## config.mk

```make
export PLATFORM = sky130hd
export DESIGN_NAME = sd_route_ctrl
export DESIGN_NICKNAME = d
export VERILOG_FILES = /design/src/rtl/sd_route_pkg.sv /design/src/rtl/sd_act_timer.sv /design/src/rtl/sd_route_ctrl.sv
export SDC_FILE = /design/constraint.sdc
export NUM_CORES = 1
export LEC_CHECK = 0
export CORE_UTILIZATION = 60
export CTS_CLUSTER_SIZE = 28
export DETAILED_ROUTE_END_ITERATION = 7
export PLACE_DENSITY = 0.82
export SKIP_CTS_REPAIR_TIMING = 1
export SLEW_MARGIN = 20
export SYNTH_ARGS = -nofsm -noshare
export SYNTH_HDL_FRONTEND = slang
export SYNTH_HIERARCHICAL = 1
export SYNTH_SLANG_ARGS = --single-unit
```

## constraint.sdc

```tcl
create_clock -name clk_sys -period 6.29 [get_ports clk_sys]
set_input_delay 1.258 -clock clk_sys [delete_from_list [all_inputs] [get_ports clk_sys]]
set_output_delay 1.258 -clock clk_sys [all_outputs]
set_load 0.02 [all_outputs]
```

## src/rtl/sd_route_pkg.sv

```systemverilog
// sd_route_pkg: shared types and default constants for the SD routing block.
//   sd_route_state_t : routing FSM state (physical card, virtual card, switch pending)
//   DEF_ACT_TIMEOUT  : default activity-hold time in clk_sys cycles
//   DEF_MRST_LEN     : default mount-reset pulse length in cycles
package sd_route_pkg;

  typedef enum logic [1:0] {
    ST_PHYS = 2'd0,
    ST_VIRT = 2'd1,
    ST_PEND = 2'd2
  } sd_route_state_t;

  localparam int DEF_ACT_TIMEOUT = 1000000;
  localparam int DEF_MRST_LEN    = 16;

endpackage

```

## src/rtl/sd_act_timer.sv

```systemverilog
// sd_act_timer: bus activity indicator.
//   clk_sys : clock
//   reset_n : async active-low reset
//   toggle  : 1 when a monitored bus line changed this cycle
//   act     : registered, 1 while fewer than ACT_TIMEOUT idle cycles have elapsed
module sd_act_timer #(
  parameter int ACT_TIMEOUT = 1000000
) (
  input  logic clk_sys,
  input  logic reset_n,
  input  logic toggle,
  output logic act
);

  localparam int            CW   = $clog2(ACT_TIMEOUT + 1);
  localparam logic [CW-1:0] CMAX = CW'(ACT_TIMEOUT);

  logic [CW-1:0] cnt_q, cnt_d;
  logic          act_q, act_d;

  // Saturates at CMAX so a long idle bus never wraps back to "active".
  always_comb begin
    cnt_d = cnt_q;
    if (toggle)             cnt_d = '0;
    else if (cnt_q != CMAX) cnt_d = cnt_q + 1'b1;
    act_d = (cnt_d < CMAX);
  end

  always_ff @(posedge clk_sys or negedge reset_n) begin
    if (!reset_n) begin
      cnt_q <= '0;
      act_q <= 1'b1;
    end else begin
      cnt_q <= cnt_d;
      act_q <= act_d;
    end
  end

  assign act = act_q;

endmodule

```

## src/rtl/sd_route_ctrl.sv

```systemverilog
// sd_route_ctrl: routes the core SPI bus to either the physical SD card or a
// virtual card, switching only between transactions (spi_ss high).
//   clk_sys, reset_n           : clock, async active-low reset
//   img_mounted, img_nz        : mount strobe and nonzero-image flag
//   spi_sck/ss/mosi, spi_miso  : core SPI bus
//   vsd_ss, vsd_miso           : virtual card select / data
//   SD_CS/SCK/MOSI, SD_MISO    : physical card
//   vsd_sel, pend              : routing state, switch pending
//   sd_act, mnt_rst            : activity indicator, post-mount core reset
module sd_route_ctrl import sd_route_pkg::*; #(
  parameter int ACT_TIMEOUT = DEF_ACT_TIMEOUT,
  parameter int MRST_LEN    = DEF_MRST_LEN
) (
  input  logic clk_sys,
  input  logic reset_n,
  input  logic img_mounted,
  input  logic img_nz,
  input  logic spi_sck,
  input  logic spi_ss,
  input  logic spi_mosi,
  output logic spi_miso,
  output logic vsd_ss,
  input  logic vsd_miso,
  output logic SD_CS,
  output logic SD_SCK,
  output logic SD_MOSI,
  input  logic SD_MISO,
  output logic vsd_sel,
  output logic pend,
  output logic sd_act,
  output logic mnt_rst
);

  sd_route_state_t state_q, state_d;
  logic            tgt_q, tgt_d;
  logic            sel_q, sel_d;
  logic            mosi_q, miso_q;
  logic [7:0]      mcnt_q, mcnt_d;
  logic            mnt_rst_q, mnt_rst_d;
  logic            toggle;

  // Routing FSM. sel_q holds the routed card; in PEND it keeps the
  // pre-request value. The target used on PEND exit is tgt_d so a mount
  // arriving in the same cycle as the spi_ss release takes effect at once.
  always_comb begin
    state_d = state_q;
    sel_d   = sel_q;
    tgt_d   = img_mounted ? img_nz : tgt_q;
    case (state_q)
      ST_PHYS, ST_VIRT: begin
        if (img_mounted && (img_nz != sel_q)) begin
          if (spi_ss) begin
            sel_d   = img_nz;
            state_d = img_nz ? ST_VIRT : ST_PHYS;
          end else begin
            state_d = ST_PEND;
          end
        end
      end
      ST_PEND: begin
        if (spi_ss) begin
          sel_d   = tgt_d;
          state_d = tgt_d ? ST_VIRT : ST_PHYS;
        end
      end
      default: begin
        state_d = ST_PHYS;
        sel_d   = 1'b0;
      end
    endcase
  end

  // Mount reset pulse: reload on every mount, count down to zero.
  always_comb begin
    mcnt_d = mcnt_q;
    if (img_mounted)        mcnt_d = 8'(MRST_LEN);
    else if (mcnt_q != 8'd0) mcnt_d = mcnt_q - 8'd1;
    mnt_rst_d = (mcnt_d != 8'd0);
  end

  always_ff @(posedge clk_sys or negedge reset_n) begin
    if (!reset_n) begin
      state_q   <= ST_PHYS;
      tgt_q     <= 1'b0;
      sel_q     <= 1'b0;
      mosi_q    <= 1'b0;
      miso_q    <= 1'b0;
      mcnt_q    <= 8'd0;
      mnt_rst_q <= 1'b0;
    end else begin
      state_q   <= state_d;
      tgt_q     <= tgt_d;
      sel_q     <= sel_d;
      mosi_q    <= spi_mosi;
      miso_q    <= spi_miso;
      mcnt_q    <= mcnt_d;
      mnt_rst_q <= mnt_rst_d;
    end
  end

  assign toggle = (spi_mosi ^ mosi_q) | (spi_miso ^ miso_q);

  sd_act_timer #(.ACT_TIMEOUT(ACT_TIMEOUT)) u_act (
    .clk_sys (clk_sys),
    .reset_n (reset_n),
    .toggle  (toggle),
    .act     (sd_act)
  );

  // Both cards stay deselected while a switch is pending.
  assign vsd_sel  = sel_q;
  assign pend     = (state_q == ST_PEND);
  assign SD_CS    = spi_ss | vsd_sel | pend;
  assign vsd_ss   = spi_ss | ~vsd_sel | pend;
  assign SD_SCK   = spi_sck & ~SD_CS;
  assign SD_MOSI  = spi_mosi & ~SD_CS;
  assign spi_miso = vsd_sel ? vsd_miso : SD_MISO;
  assign mnt_rst  = mnt_rst_q;

endmodule

```

==> results_dict.tcl, run 1 <==
set metrics [dict create \
    r2r-start "vsd_sel$_DFFE_PN0P_" \
    diodes 0 \
    io_buffer_count 17 \
    yosysWarnings 6 \
    path_clk_slew_ps 120 \
    hp-class "flop to flop" \
    reg2reg_slack_ps 3780 \
    avgSynthCellArea_sq_um 9.55 \
    drc 0 \
    finalMaxSlewViolations 0 \
    skew_ps 14.4 \
    period_needed_ps 4040 \
    ctsHtreeMaxLevel 2 \
    sw_frac_of_total_pct 35.5 \
    syn_inst 222 \
    dp_cells 278 \
    synth_commonest_cells "35 x dfrtp_1, 31 x nor2_1, 18 x xnor2_1" \
    post-dp-hpwl_microns 2790 \
    antenna_left 0 \
    reg2reg_depth 6 \
    routedWlPerCell_microns 13.7 \
    fmax_mhz 248 \
    crit_arrival_ps 2780 \
    start_util_pct 63.1 \
    p_leak_nw 0.924 \
    synth_most_common_cell "dfrtp_1" \
    yosysUniqueCellTypes 55 \
    cts_buffers 5 \
    hold_viol 0 \
    netlist_area_sq_mm 0.00212 \
    grt_pass1_wl_microns 6700 \
    overflow 0 \
    combinationalPowerShare_pct 33.1 \
    synth_fp_nets 235 \
    cp-start-kind "primary input" \
    cap_viol_max_count 0 \
    dieArea_sq_mm 0.00378 \
    worstSetupPathType "primary input to primary output" \
    critPathTopFamily "buffers and inverters" \
    crit_fanout 4 \
    post_dp_cell_area_sq_mm 0.00231 \
    path_cells "clkdlybuf4s50_1 > nor3_1 > and2_1 > clkdlybuf4s50_1" \
    timing.final.crit_share_pct 64.2 \
    cts_tree "done" \
    first_pass_iters 4 \
    relSlewSlack_pct 42.4 \
    status "finished, final reports clean" \
    cts_buffer_depth 2 \
    worst_pin_slew_ps 862 \
    final_area_sq_mm 0.00239 \
    clk_latency_ps 360 \
    drive_gt1_share_pct 11.3 \
    grt_pass1_vias 1560 \
    rsz0062_at_grt "no" \
    clockRootBuffer "clkbuf_4" \
    pwr_density_cell_mw_per_mm2 295 \
    required_ps 5030 \
    internal_power_w 0.000454 \
    io_pins 18 \
    clock-sinks 36 \
    core_area_sq_mm 0.00336 \
    fin_setup_tns_ps 0 \
    via_per_inst 5.77 \
    antenna_found_initial 0 \
    fin_cells 286 \
    irDropWorstVdd_mv 0.247 \
    area_growth_pct 12.6 \
    synth_top_area_share_pct 41.3 \
    die_y_microns 61.5 \
    cp_num_buf_inv 2 \
    drt_iter0_drc 90 \
    wirelength_microns 3920 \
    setup_viol 0 \
    fillers 279 \
    seq_power_share_pct 43.7 \
    synth_area_leaders "dfrtp_1 41%, xnor2_1 7.4%, nor2_1 5.5%" \
    hold_path_startpoint "state_q[0]$_DFFE_PN0P_" \
    whs_path_depth 1 \
    end_kind "primary output" \
    cpPeakStageDelay_ps 600 \
    hold_end "state_q[1]$_DFFE_PN0P_" \
    cp_common_cell "clkdlybuf4s50_1" \
    grt_max_degree 37 \
    grt_use_total_pct 24.5 \
    p_sw_w 0.000250 \
    synth_top_area_cell "dfrtp_1" \
    synth_edf_count 0 \
    synth_ff_type "dfrtp_1" \
    rows 21 \
    clkPwrFrac_pct 23.1 \
    vias 1650 \
    synth_seq_cells 36 \
    synth-seq-area-share_pct 42.5 \
    die_width_microns 61.5 \
    fin_nets 252 \
    gp_congestion 0.795 \
    r2r-end "u_act/act$_DFF_PN1_" \
    synthArstFlopShare_pct 100 \
    crit_slowest_cell "clkdlybuf4s50_1" \
]
==> logic make-up after synthesis <==
group,synth area share [%]
and+or+nand+nor,28.1
DFF,42.5
AOI/OAI and AO/OA,10.4
xor gates and xnor gates,9.91
buffers and inverters,4.19
muxes,2.48
adders and majority gates,2.36
==> placed cells by master, fill, tap and decap left out, types with 5 or more instances in the layout <==
master	netlist	final
nand2_1	11	11
xnor2_1	18	18
o21ai_0	5	5
a21oi_1	6	6
clkdlybuf4s50_1	0	16
inv_1	15	15
clkbuf_4	0	5
nor4_1	5	5
nor2_1	31	31
dfrtp_1	35	35
nor3_1	5	5
a211oi_1	5	5
xor2_1	6	6
nand3_1	8	8
nor2b_1	5	5
==> how the worst max path moves through the flow <==
| stage | start | to | slack (ps) | cells past startpoint |
|---|---|---|---|---|
| after global placement | spi_ss | SD_MOSI | 2290 | 4 |
| after floorplan | spi_ss | SD_MOSI | 3290 | 2 |
| after detailed placement | spi_ss | SD_MOSI | 2240 | 4 |
| after CTS | spi_ss | SD_MOSI | 2240 | 4 |
| after global routing | spi_ss | SD_SCK | 2160 | 4 |
| final | spi_ss | SD_MOSI | 2250 | 4 |
==> metrics by stage <==
| stage | power (W) | hold slack [ps] | worst slack, ps | util, % |
|---|---|---|---|---|
| 6_report | 0.000704 | 508 | 2250 | 71.0 |
| 5_1_grt | 0.000751 | 534 | 2160 | 71.0 |
| 4_1_cts | 0.000714 | 510 | 2240 | 71.0 |
| 3_5_place_dp | 0.000546 | 509 | 2240 | 68.7 |
| 3_3_place_gp | 0.000542 | 487 | 2290 | 68.7 |
| 2_1_floorplan | 0.000474 | 467 | 3290 | - |
==> worst reg2reg max path, stage by stage, from the launching register on <==
cell      delay (ps)
dfrtp_1          470
mux2_2           400
xnor2_1          140
nand2_1          510
a211oi_1         450
o211ai_1         130
a2111o_1         370
==> layer usage <==
metal | up-vias | global-route usage (%) | wire length, microns
met5 | - | 0 | 0
li1 | 818 | - | -
met2 | 29 | 40.2 | 1900
met3 | 8 | 4.83 | 150
met4 | 0 | 13.0 | 78
met1 | 795 | 30.7 | 1790
==> sequential cells by signal, indices dropped and copies added, names as in the netlist <==
name         count
vsd_sel          1
miso_q           1
tgt_q            1
u_act/act        1
mcnt_q           8
state_q          2
mnt_rst          1
u_act/cnt_q     20
mosi_q           1
==> power groups by stage <==
stage	combinational [W]	clock (W)	sequential [W]
2_1_floorplan	0.000168	0	0.000307
3_3_place_gp	0.000230	0	0.000312
3_5_place_dp	0.000234	0	0.000312
4_1_cts	0.000236	0.000170	0.000308
5_1_grt	0.000260	0.000175	0.000315
6_report	0.000233	0.000163	0.000308
==> layout make-up <==
class | count | area [sq um] | area share, %
Clock buffer | 6 | 41.3 | 1.73
Timing Repair Buffer | 17 | 165 | 6.92
Multi-Input combinational cell | 164 | 1130 | 47.3
Sequential cell | 36 | 902 | 37.8
Tap cell | 46 | 57.6 | 2.41
Inverter | 15 | 56.3 | 2.36
Clock inverter | 2 | 35.0 | 1.47
Note: power is estimated with default switching activity, not from simulation.
==> run 2: changes to the inputs <==
Settings changed: CORE_UTILIZATION 60 to 52, PLACE_DENSITY 0.82 to 0.76.
Clock period 6.29 ns to 3.3 ns, I/O delays scaled along.
==> run 2 against run 1 <==
Effect of this change: via count fell by 0.61%; register-to-register slack worse by 2800 ps; first-iteration DRC count is 30% higher; final cell count rose by 0.70%; clock power grew 110%; cell area rose by 1.3%; die area is 15% higher; global-route usage down 2.5 points; non-clock buffer count rose by 1; core utilization shrank 7.3 points; worst hold slack got worse by 61 ps.
==> results_dict.tcl, run 2 (synthesized netlist as in run 1, its figures left out) <==
set metrics [dict create \
    end_kind "primary output" \
    io_buffer_count 17 \
    grt_max_degree 37 \
    overflow 0 \
    clockRootBuffer "clkbuf_8" \
    worst_pin_slew_ps 785 \
    fin_setup_tns_ps 0 \
    fmax_mhz 353 \
    largest_reg_flops 20 \
    pre_cts_slack_ps 463 \
    mostFrequentLayoutCell "dfrtp_1" \
    cts_tree "done" \
    via_per_inst 5.69 \
    wirelength_microns 4030 \
    cpPeakStageDelay_ps 600 \
    cts_buffers 5 \
    first_pass_iters 4 \
    internal_power_w 0.000898 \
    relSlewSlack_pct 47.6 \
    path_cells "clkdlybuf4s50_1 > nor3_1 > and2_1 > clkdlybuf4s50_1" \
    p_leak_nw 0.936 \
    area_growth_pct 14.0 \
    path_clk_slew_ps 70 \
    fin_nets 253 \
    final_area_sq_mm 0.00242 \
    r2r-end "u_act/act$_DFF_PN1_" \
    core_area_sq_mm 0.00380 \
    diodes 0 \
    clkPwrFrac_pct 24.3 \
    timing.final.crit_share_pct 85.7 \
    cap_viol_max_count 0 \
    worstSetupPathType "primary input to primary output" \
    required_ps 2640 \
    dieArea_sq_mm 0.00434 \
    worst_slack_ps 471 \
    setup_viol 0 \
    cts_buffer_depth 2 \
    finalMaxSlewViolations 0 \
    antenna_left 0 \
    grt_pass1_vias 1601 \
    clk_latency_ps 290 \
    crit_slowest_cell "clkdlybuf4s50_1" \
    antenna_found_initial 0 \
    post-dp-hpwl_microns 2900 \
    critPathLaunch "spi_ss" \
    grt_pass1_wl_microns 7240 \
    reg2reg_slack_ps 1000 \
    p_total_w 0.00138 \
    highest_layer "met4" \
    top_register "u_act/cnt_q" \
    routedWlPerCell_microns 14.0 \
    drc 0 \
    reg2reg_depth 8 \
    rsz0062_at_grt "no" \
    post_dp_cell_area_sq_mm 0.00232 \
    r2r-start "vsd_sel$_DFFE_PN0P_" \
    ctsHtreeMaxLevel 2 \
    vias 1640 \
    die_width_microns 65.9 \
    die_y_microns 65.9 \
    drive_gt1_share_pct 11.7 \
    skew_ps 6.14 \
    io_pins 18 \
    period_needed_ps 2830 \
    cp_common_cell "clkdlybuf4s50_1" \
    hp-class "primary input to asynchronous set/reset pin" \
    drt_iter0_drc 117 \
    cp_num_buf_inv 2 \
    fillers 313 \
    irDropWorstVdd_mv 0.490 \
    sw_frac_of_total_pct 34.8 \
    critical_path_depth 4 \
    utilization_pct 63.6 \
    hold_viol 0 \
    status "finished, final reports clean" \
    critPathTopFamily "buffers and inverters" \
    crit_arrival_ps 2170 \
    grt_use_total_pct 22.0 \
    p_sw_w 0.000480 \
    combinationalPowerShare_pct 33.1 \
    clock-sinks 36 \
    rows 22 \
    cp-start-kind "primary input" \
    wl_met3_microns 172 \
    mostFrequentLayoutCells "35 x dfrtp_1, 31 x nor2_1, 18 x xnor2_1" \
    ff_latch_area_sq_um 902 \
    largestRegisters "u_act/cnt_q: 20 flops, mcnt_q: 8 flops, state_q: 2 flops" \
    start_util_pct 55.8 \
    gp_congestion 0.803 \
    wl_met2_microns 1850 \
    wl_met1_microns 1920 \
    multi_input_area_sq_mm 0.00113 \
    crit_fanout 4 \
    seq_power_share_pct 42.6 \
    pwr_density_cell_mw_per_mm2 570 \
]
[run 2: power groups by stage]
stage               Combinational [W]  Sequential [W]  Clock (W)
floorplan                    0.000320        0.000584          0
global placement             0.000445        0.000596          0
detailed placement           0.000457        0.000594          0
CTS                          0.000461        0.000587   0.000349
global route                 0.000510        0.000598   0.000363
finish                       0.000456        0.000587   0.000335
[run 2: worst max path at each step]
stage | slack (ps) | end
2_1_floorplan | 1200 | u_act/act$_DFF_PN1_
3_3_place_gp | 500 | SD_MOSI
3_5_place_dp | 460 | SD_SCK
4_1_cts | 450 | SD_SCK
5_1_grt | 410 | SD_SCK
6_report | 470 | SD_SCK
[run 2: metal layers]
metal | vias up | track usage, %
li1 | 809 | -
met1 | 780 | 28.0
met2 | 43 | 35.3
met3 | 8 | 4.66
met4 | 0 | 10.6
met5 | - | 0
[run 2: metrics by stage]
step                hold slack [ps]  instances
floorplan                       364        222
global placement                487        281
detailed placement              508        281
CTS                             481        288
finish                          447        288
global route                    537        288
[run 2: worst reg2reg max path, cell delays in order (launching register included)]
cell and delay, ps:
dfrtp_1 460, mux2_2 400, xnor2_1 140, nand2_1 330, nor2b_1 230, mux2i_1 80, inv_1 100, a21oi_1 80
a2111o_1 410
[run 2: final cells by class]
cell class | instances | area share, %
flip-flops and latches | 36 | 37.3
inverters | 15 | 2.33
well taps | 48 | 2.48
multi-input cells | 164 | 46.7
repair buffers | 18 | 7.14
clock buffers | 7 | 3.99
==> run 3: changes to the inputs <==
Settings changed: REMOVE_ABC_BUFFERS from default to 1.
==> run 3 against run 2 <==
Effect of this change: core utilization decreased by 0.16 points; total power fell by 1.2%; combinational power about the same; wire length fell by 2.9%; first-iteration DRC count down 31%.
==> results_dict.tcl, run 3 (synthesized netlist as in run 1, its figures left out) <==
set metrics [dict create \
    rsz0062_at_grt "no" \
    skew_ps 4.18 \
    cts_buffer_depth 2 \
    wirelength_microns 3910 \
    diodes 0 \
    fillers 317 \
    clock-sinks 36 \
    utilization_pct 63.5 \
    path_cells "clkdlybuf4s50_1 > nor3_1 > and2_1 > clkdlybuf4s50_1" \
    irDropWorstVdd_mv 0.339 \
    antenna_left 0 \
    mostFrequentLayoutCell "dfrtp_1" \
    worst_pin_slew_ps 787 \
    start_util_pct 55.8 \
    path_clk_slew_ps 70 \
    r2r-start "u_act/cnt_q[1]$_DFFE_PN0P_" \
    finalMaxSlewViolations 0 \
    top_register "u_act/cnt_q" \
    largestRegisters "u_act/cnt_q: 20 flops, mcnt_q: 8 flops, state_q: 2 flops" \
    clk_latency_ps 280 \
    crit_slowest_cell "clkdlybuf4s50_1" \
    crit_arrival_ps 2170 \
    p_leak_nw 0.932 \
    cap_viol_max_count 0 \
    overflow 0 \
    hp-class "primary input to asynchronous set/reset pin" \
    via_per_inst 5.57 \
    cp_common_cell "clkdlybuf4s50_1" \
    cp-start-kind "primary input" \
    fin_setup_tns_ps 0 \
    timing.final.crit_share_pct 85.8 \
    cts_buffers 5 \
    hold_viol 0 \
    critPathLaunch "spi_ss" \
    die_width_microns 65.9 \
    cts_tree "done" \
    pwr_density_cell_mw_per_mm2 565 \
    drive_gt1_share_pct 11.2 \
    grt_use_total_pct 20.8 \
    critPathTopFamily "buffers and inverters" \
    end_kind "primary output" \
    gp_congestion 0.795 \
    io_pins 18 \
    fin_cells 289 \
    drc 0 \
    largest_reg_flops 20 \
    cp_num_buf_inv 2 \
    area_growth_pct 13.7 \
    first_pass_iters 4 \
    period_needed_ps 2830 \
    ctsHtreeMaxLevel 2 \
    mostFrequentLayoutCells "35 x dfrtp_1, 31 x nor2_1, 18 x xnor2_1" \
    worstSetupPathType "primary input to primary output" \
    die_y_microns 65.9 \
    dieArea_sq_mm 0.00434 \
    setup_viol 0 \
    required_ps 2640 \
    core_area_sq_mm 0.00380 \
    rows 22 \
    grt_max_degree 37 \
    clockRootBuffer "clkbuf_8" \
    status "finished, final reports clean" \
    post_dp_cell_area_sq_mm 0.00232 \
    cpPeakStageDelay_ps 590 \
    dp_cells 281 \
    grt_pass1_wl_microns 6680 \
    relSlewSlack_pct 47.5 \
    grt_pass1_vias 1493 \
    final_area_sq_mm 0.00241 \
    fmax_mhz 353 \
    routedWlPerCell_microns 13.5 \
    fin_nets 253 \
    crit_fanout 4 \
    drt_iter0_drc 81 \
    post-dp-hpwl_microns 2760 \
    vias 1610 \
    io_buffer_count 17 \
    antenna_found_initial 0 \
]
==> run 3: cell count changes in the layout (fill, tap and decap cells not counted), sizes merged <==
cell / change
clkbuf: +1
==> run 3: report_power, final <==
part,total (W),internal (W),switching [W]
Combinational,0.000455,0.000211,0.000244
Sequential,0.000589,0.000502,0.0000864
Clock,0.000318,0.000170,0.000148
Total,0.00136,0.000883,0.000478
==> run 3: final cells by class <==
cell class,count,area (sq um),area share [%]
multi-input combinational,164,1130,46.9
sequential,36,902,37.4
timing repair buffer,18,173,7.16
clock buffer,8,90.1,3.74
tap,48,60.1,2.49
inverter,15,56.3,2.34
==> run 3: per-layer routing <==
metal  track usage [%]  part of all wire (%)  vias to the layer above  wire length [microns]
met4              8.15                  0.84                        0                     33
met2              32.8                    48                       23                   1860
met5                 0                     0                        -                      0
met1              26.7                    49                      774                   1920
met3              6.03                   2.6                        4                    103
li1                  -                     -                      809                      -
==> run 3: worst register-to-register path: stages (launching register included) <==
cell	delay [ps]
dfrtp_1	500
ha_1	290
nand4_2	210
or3_4	450
a221oi_2	290
o211ai_1	140
a2111o_1	370
==> run 3: final timing paths <==
check	slack [ps]	depth (start not counted)	end
worst min register to register	500	1	tgt_q$_DFF_PN0_
max in group asynchronous	2340	1	miso_q$_DFF_PN0_
worst max-delay path	470	4	SD_SCK
worst min-delay path	450	1	u_act/cnt_q[6]$_DFF_PN0_
min in group clk_sys	500	1	tgt_q$_DFF_PN0_
worst max register to register	980	6	u_act/act$_DFF_PN1_
==> run 3: per-stage QoR <==
step                hold slack, ps  setup slack, ps  total power [W]
finish                         451              468          0.00136
global route                   516              343          0.00146
CTS                            476              452          0.00137
detailed placement             491              451          0.00105
global placement               485              482          0.00104
floorplan                      364              927         0.000897
